==> src/rtl/regfile_write_arbiter_if.sv <==
// rtl/regfile_write_arbiter_if.sv - request/grant and register-file write bundle for the write arbiter
//
// Groups two requester channels and the register-file write port.
//   a_valid/a_reg/a_data -> a_ready : writeback-stage request channel
//   b_valid/b_reg/b_data -> b_ready : multi-cycle unit request channel
//   reg_write/write_register/write_data : registered register-file write port
//   b_starved : high while the arbiter is forcing a grant to B
// Modports:
//   master : the requester/register-file side
//   slave  : the arbiter side
interface regfile_write_arbiter_if #(
    parameter int DATA_W = 32,
    parameter int ADDR_W = 5
);
    logic              a_valid;
    logic [ADDR_W-1:0] a_reg;
    logic [DATA_W-1:0] a_data;
    logic              a_ready;

    logic              b_valid;
    logic [ADDR_W-1:0] b_reg;
    logic [DATA_W-1:0] b_data;
    logic              b_ready;

    logic              reg_write;
    logic [ADDR_W-1:0] write_register;
    logic [DATA_W-1:0] write_data;
    logic              b_starved;

    modport master (
        output a_valid, a_reg, a_data,
        input  a_ready,
        output b_valid, b_reg, b_data,
        input  b_ready,
        input  reg_write, write_register, write_data, b_starved
    );

    modport slave (
        input  a_valid, a_reg, a_data,
        output a_ready,
        input  b_valid, b_reg, b_data,
        output b_ready,
        output reg_write, write_register, write_data, b_starved
    );
endinterface

==> src/rtl/regfile_write_arbiter.sv <==
// rtl/regfile_write_arbiter.sv - two-requester arbiter for the single register-file write port
//
// A (writeback stage) has fixed priority over B (multi-cycle unit). After MAX_WAIT
// consecutive denied cycles of B the arbiter enters B_PRIO and B wins the next cycle.
// A granted transfer in cycle N appears on the register-file write port in cycle N+1.
// Writes to register 0 are accepted but never asserted on reg_write.
// Ports:
//   i_clk : clock, all state on posedge
//   i_rst : synchronous reset, active-high
//   io_wr : slave side of regfile_write_arbiter_if (requests, readies, write port, b_starved)
module regfile_write_arbiter #(
    parameter int MAX_WAIT = 4,
    parameter int DATA_W   = 32,
    parameter int ADDR_W   = 5
) (
    input  logic                    i_clk,
    input  logic                    i_rst,
    regfile_write_arbiter_if.slave  io_wr
);
    localparam logic [3:0] LP_MAX_WAIT = 4'(MAX_WAIT);

    typedef enum logic {
        A_PRIO = 1'b0,
        B_PRIO = 1'b1
    } state_t;

    state_t            r_state;
    state_t            w_state_nxt;
    logic [3:0]        r_wait_cnt;
    logic [3:0]        w_wait_cnt_nxt;

    logic              w_a_ready;
    logic              w_b_ready;
    logic              w_a_xfer;
    logic              w_b_xfer;
    logic              w_xfer;
    logic              w_b_denied;
    logic [ADDR_W-1:0] w_sel_reg;
    logic [DATA_W-1:0] w_sel_data;

    logic              r_reg_write;
    logic [ADDR_W-1:0] r_write_register;
    logic [DATA_W-1:0] r_write_data;
    logic              r_b_starved;

    // Grant, wait counter and next-state logic. Readies are forced low during reset
    // so a request presented alongside reset is never considered accepted.
    always_comb begin
        w_a_ready      = 1'b0;
        w_b_ready      = 1'b0;
        w_b_denied     = 1'b0;
        w_state_nxt    = r_state;
        w_wait_cnt_nxt = r_wait_cnt;

        if (!i_rst) begin
            case (r_state)
                A_PRIO: begin
                    w_a_ready = io_wr.a_valid;
                    w_b_ready = io_wr.b_valid && !io_wr.a_valid;
                end
                B_PRIO: begin
                    w_b_ready = io_wr.b_valid;
                    w_a_ready = io_wr.a_valid && !io_wr.b_valid;
                end
                default: begin
                    w_a_ready = 1'b0;
                    w_b_ready = 1'b0;
                end
            endcase

            w_b_denied = io_wr.b_valid && !w_b_ready;

            if (w_b_denied) begin
                if (r_wait_cnt != LP_MAX_WAIT) begin
                    w_wait_cnt_nxt = r_wait_cnt + 4'd1;
                end
            end else begin
                w_wait_cnt_nxt = 4'd0;
            end

            case (r_state)
                A_PRIO: begin
                    // Switch on the very edge where the count reaches MAX_WAIT.
                    if (w_b_denied && (r_wait_cnt + 4'd1 == LP_MAX_WAIT)) begin
                        w_state_nxt = B_PRIO;
                    end
                end
                B_PRIO: begin
                    // A withdrawn B request also releases B_PRIO so A cannot lock up.
                    if (!io_wr.b_valid || w_b_ready) begin
                        w_state_nxt = A_PRIO;
                    end
                end
                default: w_state_nxt = A_PRIO;
            endcase
        end
    end

    assign w_a_xfer   = io_wr.a_valid && w_a_ready;
    assign w_b_xfer   = io_wr.b_valid && w_b_ready;
    assign w_xfer     = w_a_xfer || w_b_xfer;
    assign w_sel_reg  = w_b_xfer ? io_wr.b_reg  : io_wr.a_reg;
    assign w_sel_data = w_b_xfer ? io_wr.b_data : io_wr.a_data;

    always_ff @(posedge i_clk) begin
        if (i_rst) begin
            r_state          <= A_PRIO;
            r_wait_cnt       <= 4'd0;
            r_reg_write      <= 1'b0;
            r_write_register <= '0;
            r_write_data     <= '0;
            r_b_starved      <= 1'b0;
        end else begin
            r_state     <= w_state_nxt;
            r_wait_cnt  <= w_wait_cnt_nxt;
            r_b_starved <= (w_state_nxt == B_PRIO);
            // Register 0 is hardwired: accept the transfer but suppress the write strobe.
            r_reg_write <= w_xfer && (w_sel_reg != '0);
            if (w_xfer) begin
                r_write_register <= w_sel_reg;
                r_write_data     <= w_sel_data;
            end
        end
    end

    assign io_wr.a_ready        = w_a_ready;
    assign io_wr.b_ready        = w_b_ready;
    assign io_wr.reg_write      = r_reg_write;
    assign io_wr.write_register = r_write_register;
    assign io_wr.write_data     = r_write_data;
    assign io_wr.b_starved      = r_b_starved;
endmodule
==> src/flat_wrapper.sv <==
// flat-port wrapper written by rule: the top's interface ports become plain ports
module regfile_write_arbiter_flat 
#(
    parameter int MAX_WAIT = 4,
    parameter int DATA_W   = 32,
    parameter int ADDR_W   = 5
)
  (i_clk, i_rst, io_wr_a_valid, io_wr_a_reg, io_wr_a_data, io_wr_a_ready, io_wr_b_valid, io_wr_b_reg, io_wr_b_data, io_wr_b_ready, io_wr_reg_write, io_wr_write_register, io_wr_write_data, io_wr_b_starved);
  regfile_write_arbiter_if #(.DATA_W(DATA_W), .ADDR_W(ADDR_W)) io_wr_i ();
  input  logic i_clk;
  input  logic i_rst;
  input wire logic [$bits(io_wr_i.a_valid)-1:0] io_wr_a_valid;
  input wire logic [$bits(io_wr_i.a_reg)-1:0] io_wr_a_reg;
  input wire logic [$bits(io_wr_i.a_data)-1:0] io_wr_a_data;
  output wire logic [$bits(io_wr_i.a_ready)-1:0] io_wr_a_ready;
  input wire logic [$bits(io_wr_i.b_valid)-1:0] io_wr_b_valid;
  input wire logic [$bits(io_wr_i.b_reg)-1:0] io_wr_b_reg;
  input wire logic [$bits(io_wr_i.b_data)-1:0] io_wr_b_data;
  output wire logic [$bits(io_wr_i.b_ready)-1:0] io_wr_b_ready;
  output wire logic [$bits(io_wr_i.reg_write)-1:0] io_wr_reg_write;
  output wire logic [$bits(io_wr_i.write_register)-1:0] io_wr_write_register;
  output wire logic [$bits(io_wr_i.write_data)-1:0] io_wr_write_data;
  output wire logic [$bits(io_wr_i.b_starved)-1:0] io_wr_b_starved;
  assign io_wr_i.a_valid = io_wr_a_valid;
  assign io_wr_i.a_reg = io_wr_a_reg;
  assign io_wr_i.a_data = io_wr_a_data;
  assign io_wr_a_ready = io_wr_i.a_ready;
  assign io_wr_i.b_valid = io_wr_b_valid;
  assign io_wr_i.b_reg = io_wr_b_reg;
  assign io_wr_i.b_data = io_wr_b_data;
  assign io_wr_b_ready = io_wr_i.b_ready;
  assign io_wr_reg_write = io_wr_i.reg_write;
  assign io_wr_write_register = io_wr_i.write_register;
  assign io_wr_write_data = io_wr_i.write_data;
  assign io_wr_b_starved = io_wr_i.b_starved;
  regfile_write_arbiter #(.MAX_WAIT(MAX_WAIT), .DATA_W(DATA_W), .ADDR_W(ADDR_W)) u_core (.i_clk(i_clk), .i_rst(i_rst), .io_wr(io_wr_i));
endmodule
==> config.mk <==
export PLATFORM = sky130hd
export DESIGN_NAME = regfile_write_arbiter_flat
export DESIGN_NICKNAME = d
export VERILOG_FILES = /design/src/rtl/regfile_write_arbiter_if.sv /design/src/rtl/regfile_write_arbiter.sv /design/src/flat_wrapper.sv
export SDC_FILE = /design/constraint.sdc
export NUM_CORES = 1
export LEC_CHECK = 0
export CAP_MARGIN = 20
export CORE_MARGIN = 5
export CORE_UTILIZATION = 30
export CTS_CLUSTER_SIZE = 16
export DETAILED_ROUTE_END_ITERATION = 6
export PLACE_DENSITY_LB_ADDON = 0.3
export RECOVER_POWER = 50
export SLEW_MARGIN = 40
export SYNTH_ARGS = -nofsm -noshare
export SYNTH_HDL_FRONTEND = slang
export SYNTH_SLANG_ARGS = --single-unit
==> constraint.sdc <==
create_clock -name i_clk -period 1.9 [get_ports i_clk]
set_input_delay 0.475 -clock i_clk [delete_from_list [all_inputs] [get_ports i_clk]]
set_output_delay 0.475 -clock i_clk [all_outputs]
set_load 0.02 [all_outputs]
==> reports/qor.txt <==
status: completed
worst r2r path cells: 4
post-CTS setup buffer count: 0
WS Path Type: reg2out
Final Hold Viols: 0
max-cap viol count: 0
initial core utilization: 30.6%
post-route minimum period: 1790 ps
Final period util: 94.4%
Gate power share: 25.9%
met2 Use GR: 25.1%
area of the multi-input gates: 920 µm²
Post-synth EDFFs: 0
Routed WL: 7020 µm
Reg area: 861 µm²
syn nets: 293
hold depth: 1
CP Cell Sequence: dlygate4sd3_1
worst hold-check path type: reg2reg
VDD IR-drop max: 295 µV
Compound-Gate Fraction of Synth Area: 34.1%
dpl hpwl: 4900 µm
mux contribution to synthesized area: 0.487%
Synth async-reset ratio: 0%
Static Leak: 1.43 nW
Iter 0 DRT Violations: 121
DRC Markers: 0
Worst path slowest cell: dlygate4sd3_1
unrepaired setup endpoints after global routing: false
# setup viols final: 0
setup TNS: 0 ps
global route total overflow: 0
layout filler cell count: 609
GPL Wtd Cong: 0.782
nets: 411
CP Max Fanout: 2
GR Layer Usage met3: 4.55%
cell area after synthesis: 0.00206 mm²
dpl cells: 403
Post-synth top flop: dfxtp_1
layout cells sized above 1: 7.55%
largest net degree at the start of global routing: 38
IO buf count: 118
Vias: 2207
top cells by area, synth: dfxtp_1, a221o_1, a2111oi_0
cell depth of the worst setup path: 1
top-count cell post-synth: dfxtp_1
Pins Over Slew Limit: 0
Core Util, Final: 51.1%
vias in the first global route: 2199
Post-CTS Hold Fix Bufs: 0
initial antenna violation count: 0
area grow syn2layout: 67.0%
WP buf/inv: 1
NetSw: 0.601 mW
via density per instance: 5.37
Tot GR Track Use: 15.7%
Crit path largest cell delay: 690 ps
synth cell count leaders: dfxtp_1, inv_1, a2111oi_0, a221o_1, buf_2
Sw Share: 27.0%
Synth area leader: dfxtp_1
Core ar.: 0.00672 mm²
PD cells: 648 mW/mm²
Num CTS Buffers: 5
register share of total power: 45.2%
top-area cell type share of the netlist area: 41.9%
Clock Sinks: 43
clock power share: 28.9%
Pint: 1.62 mW
synthesized area per cell: 9.70 µm²
Root Driver: clkbuf_8
Post-Synth XOR/XNOR Area: 1.28%
met1 Track Usage GR: 20.5%
YS warnings: 0
Synth Area in Adders: 1.83%
global-route wire length before repair: 11000 µm
largest family of logic cells by synthesized area: compound AO/OA/AOI/OAI gates
Wirelength per Cell: 17.1 µm
Clock Latency Late Sink: 290 ps
GRT busiest layer: met2
Post-Synth Simple-Gate Area: 6.51%
worst-margin pin slew: 406 ps
Slew HR: 72.3%
Crit. End Element: output pin
CTS tree: built
num ports: 119
library cells used by synthesis: 29
Critical Path RT: 1420 ps
Max Clk Rate: 0.558 GHz
CTS clk-pin slew, worst paths: 80 ps
Layout Cells excl Fill: 411
standard-cell rows: 30
largest delay contributor family on the critical path: buffers and inverters
DR pass1 iterations: 5
DRT antenna net count: 0
Die Wd: 92.8 µm
die height: 92.8 µm
crit start category: flip-flop
crit path DAT: 1320 ps
n_diodes: 0
Gate Count Post-Synth: 212
Max clock buf depth: 2
register bit total from synthesis: 43
Die ar.: 0.00861 mm²
Clock Skews: 3.33 ps
number of H-tree levels: 2
Seq/Total Area, Yosys: 41.9%
[cells in the final DEF (no fill, tap or decap), types with 2 or more instances in the layout]
cell type and n:
clkbuf_1 3, nor3_1 2, nor2_1 5, xnor2_1 2
clkbuf_8 7, a2111oi_0 36, clkdlybuf4s50_1 95, dlymetal6s2s_1 2
buf_4 12, a221o_1 36, nand2_1 4, dlygate4sd3_1 18
dfxtp_1 43, inv_1 40, nand3_1 3, nand3b_1 2
ha_1 3
[path summary, 6_finish.rpt]
| check | start | endpoint | slack (ps) |
|---|---|---|---|
| worst min-delay path | u_core.io_wr.write_data[23]$_SDFFE_PP0P_ | u_core.io_wr.write_data[23]$_SDFFE_PP0P_ | 490 |
| worst min register to register | u_core.io_wr.write_data[23]$_SDFFE_PP0P_ | u_core.io_wr.write_data[23]$_SDFFE_PP0P_ | 490 |
| worst max register to register | u_core.r_state$_SDFF_PP0_ | u_core.io_wr.write_data[4]$_SDFFE_PP0P_ | 440 |
| worst max-delay path | u_core.io_wr.write_data[1]$_SDFFE_PP0P_ | io_wr_write_data[1] | 110 |
[worst register-to-register path: cells and delay by family (launching register included)]
kind,cells,cell delay [ps]
and+or+nand+nor,2,340
buffers and inverters,1,260
DFF,1,340
AOI/OAI and AO/OA,1,410
[through the flow]
stage	cell area (µm²)	setup WS [ps]	power [mW]	hold slack [ps]
2_1_floorplan	2060	289	1.27	522
4_1_cts	3430	-46.9	2.27	494
6_report	3430	107	2.23	487
3_5_place_dp	3330	-508	1.62	468
5_1_grt	3430	8.21	2.35	507
3_3_place_gp	3330	-495	1.62	469
[what timing repair did]
item                                    CTS  global route
endpoints found under the setup margin   38             5
resized for setup                        11             2
hold endpoints to repair                  0             0
[metal layers]
layer	routed length, µm	vias to the layer above
met2	3220	98
li1	-	1057
met3	567	6
met4	29	0
met1	3200	1046
met5	0	-
[cells by family (layout without fill, tap and decap cells)]
kind of cell | Yosys count | in the layout
compound gates | 76 | 76
xor+xnor | 3 | 3
buf+inv | 62 | 181
simple gates | 24 | 24
flops | 43 | 43
fa+ha+maj | 3 | 3
mux | 1 | 1
[flip-flops by register name, indices dropped and copies added (netlist names)]
register and count:
u_core.io_wr.write_register 5, u_core.r_wait_cnt 4, u_core.io_wr.reg_write 1, u_core.io_wr.write_data 32
u_core.r_state 1
[layout make-up]
class	instances	share of cell area [%]
Inverter	40	4.37
Clock buffer	8	2.92
Tap cell	80	2.92
Timing Repair Buffer	133	37.9
Multi-Input combinational cell	107	26.8
Sequential cell	43	25.1
[power groups by stage]
stage,sequential (mW),combinational (mW),clock [mW]
after CTS,1.01,0.595,0.673
after global routing,1.01,0.615,0.719
after floorplan,1.11,0.160,0
final,1.01,0.576,0.644
after global placement,1.03,0.589,0
after detailed placement,1.03,0.593,0
Power figures use the tool's default switching activity.
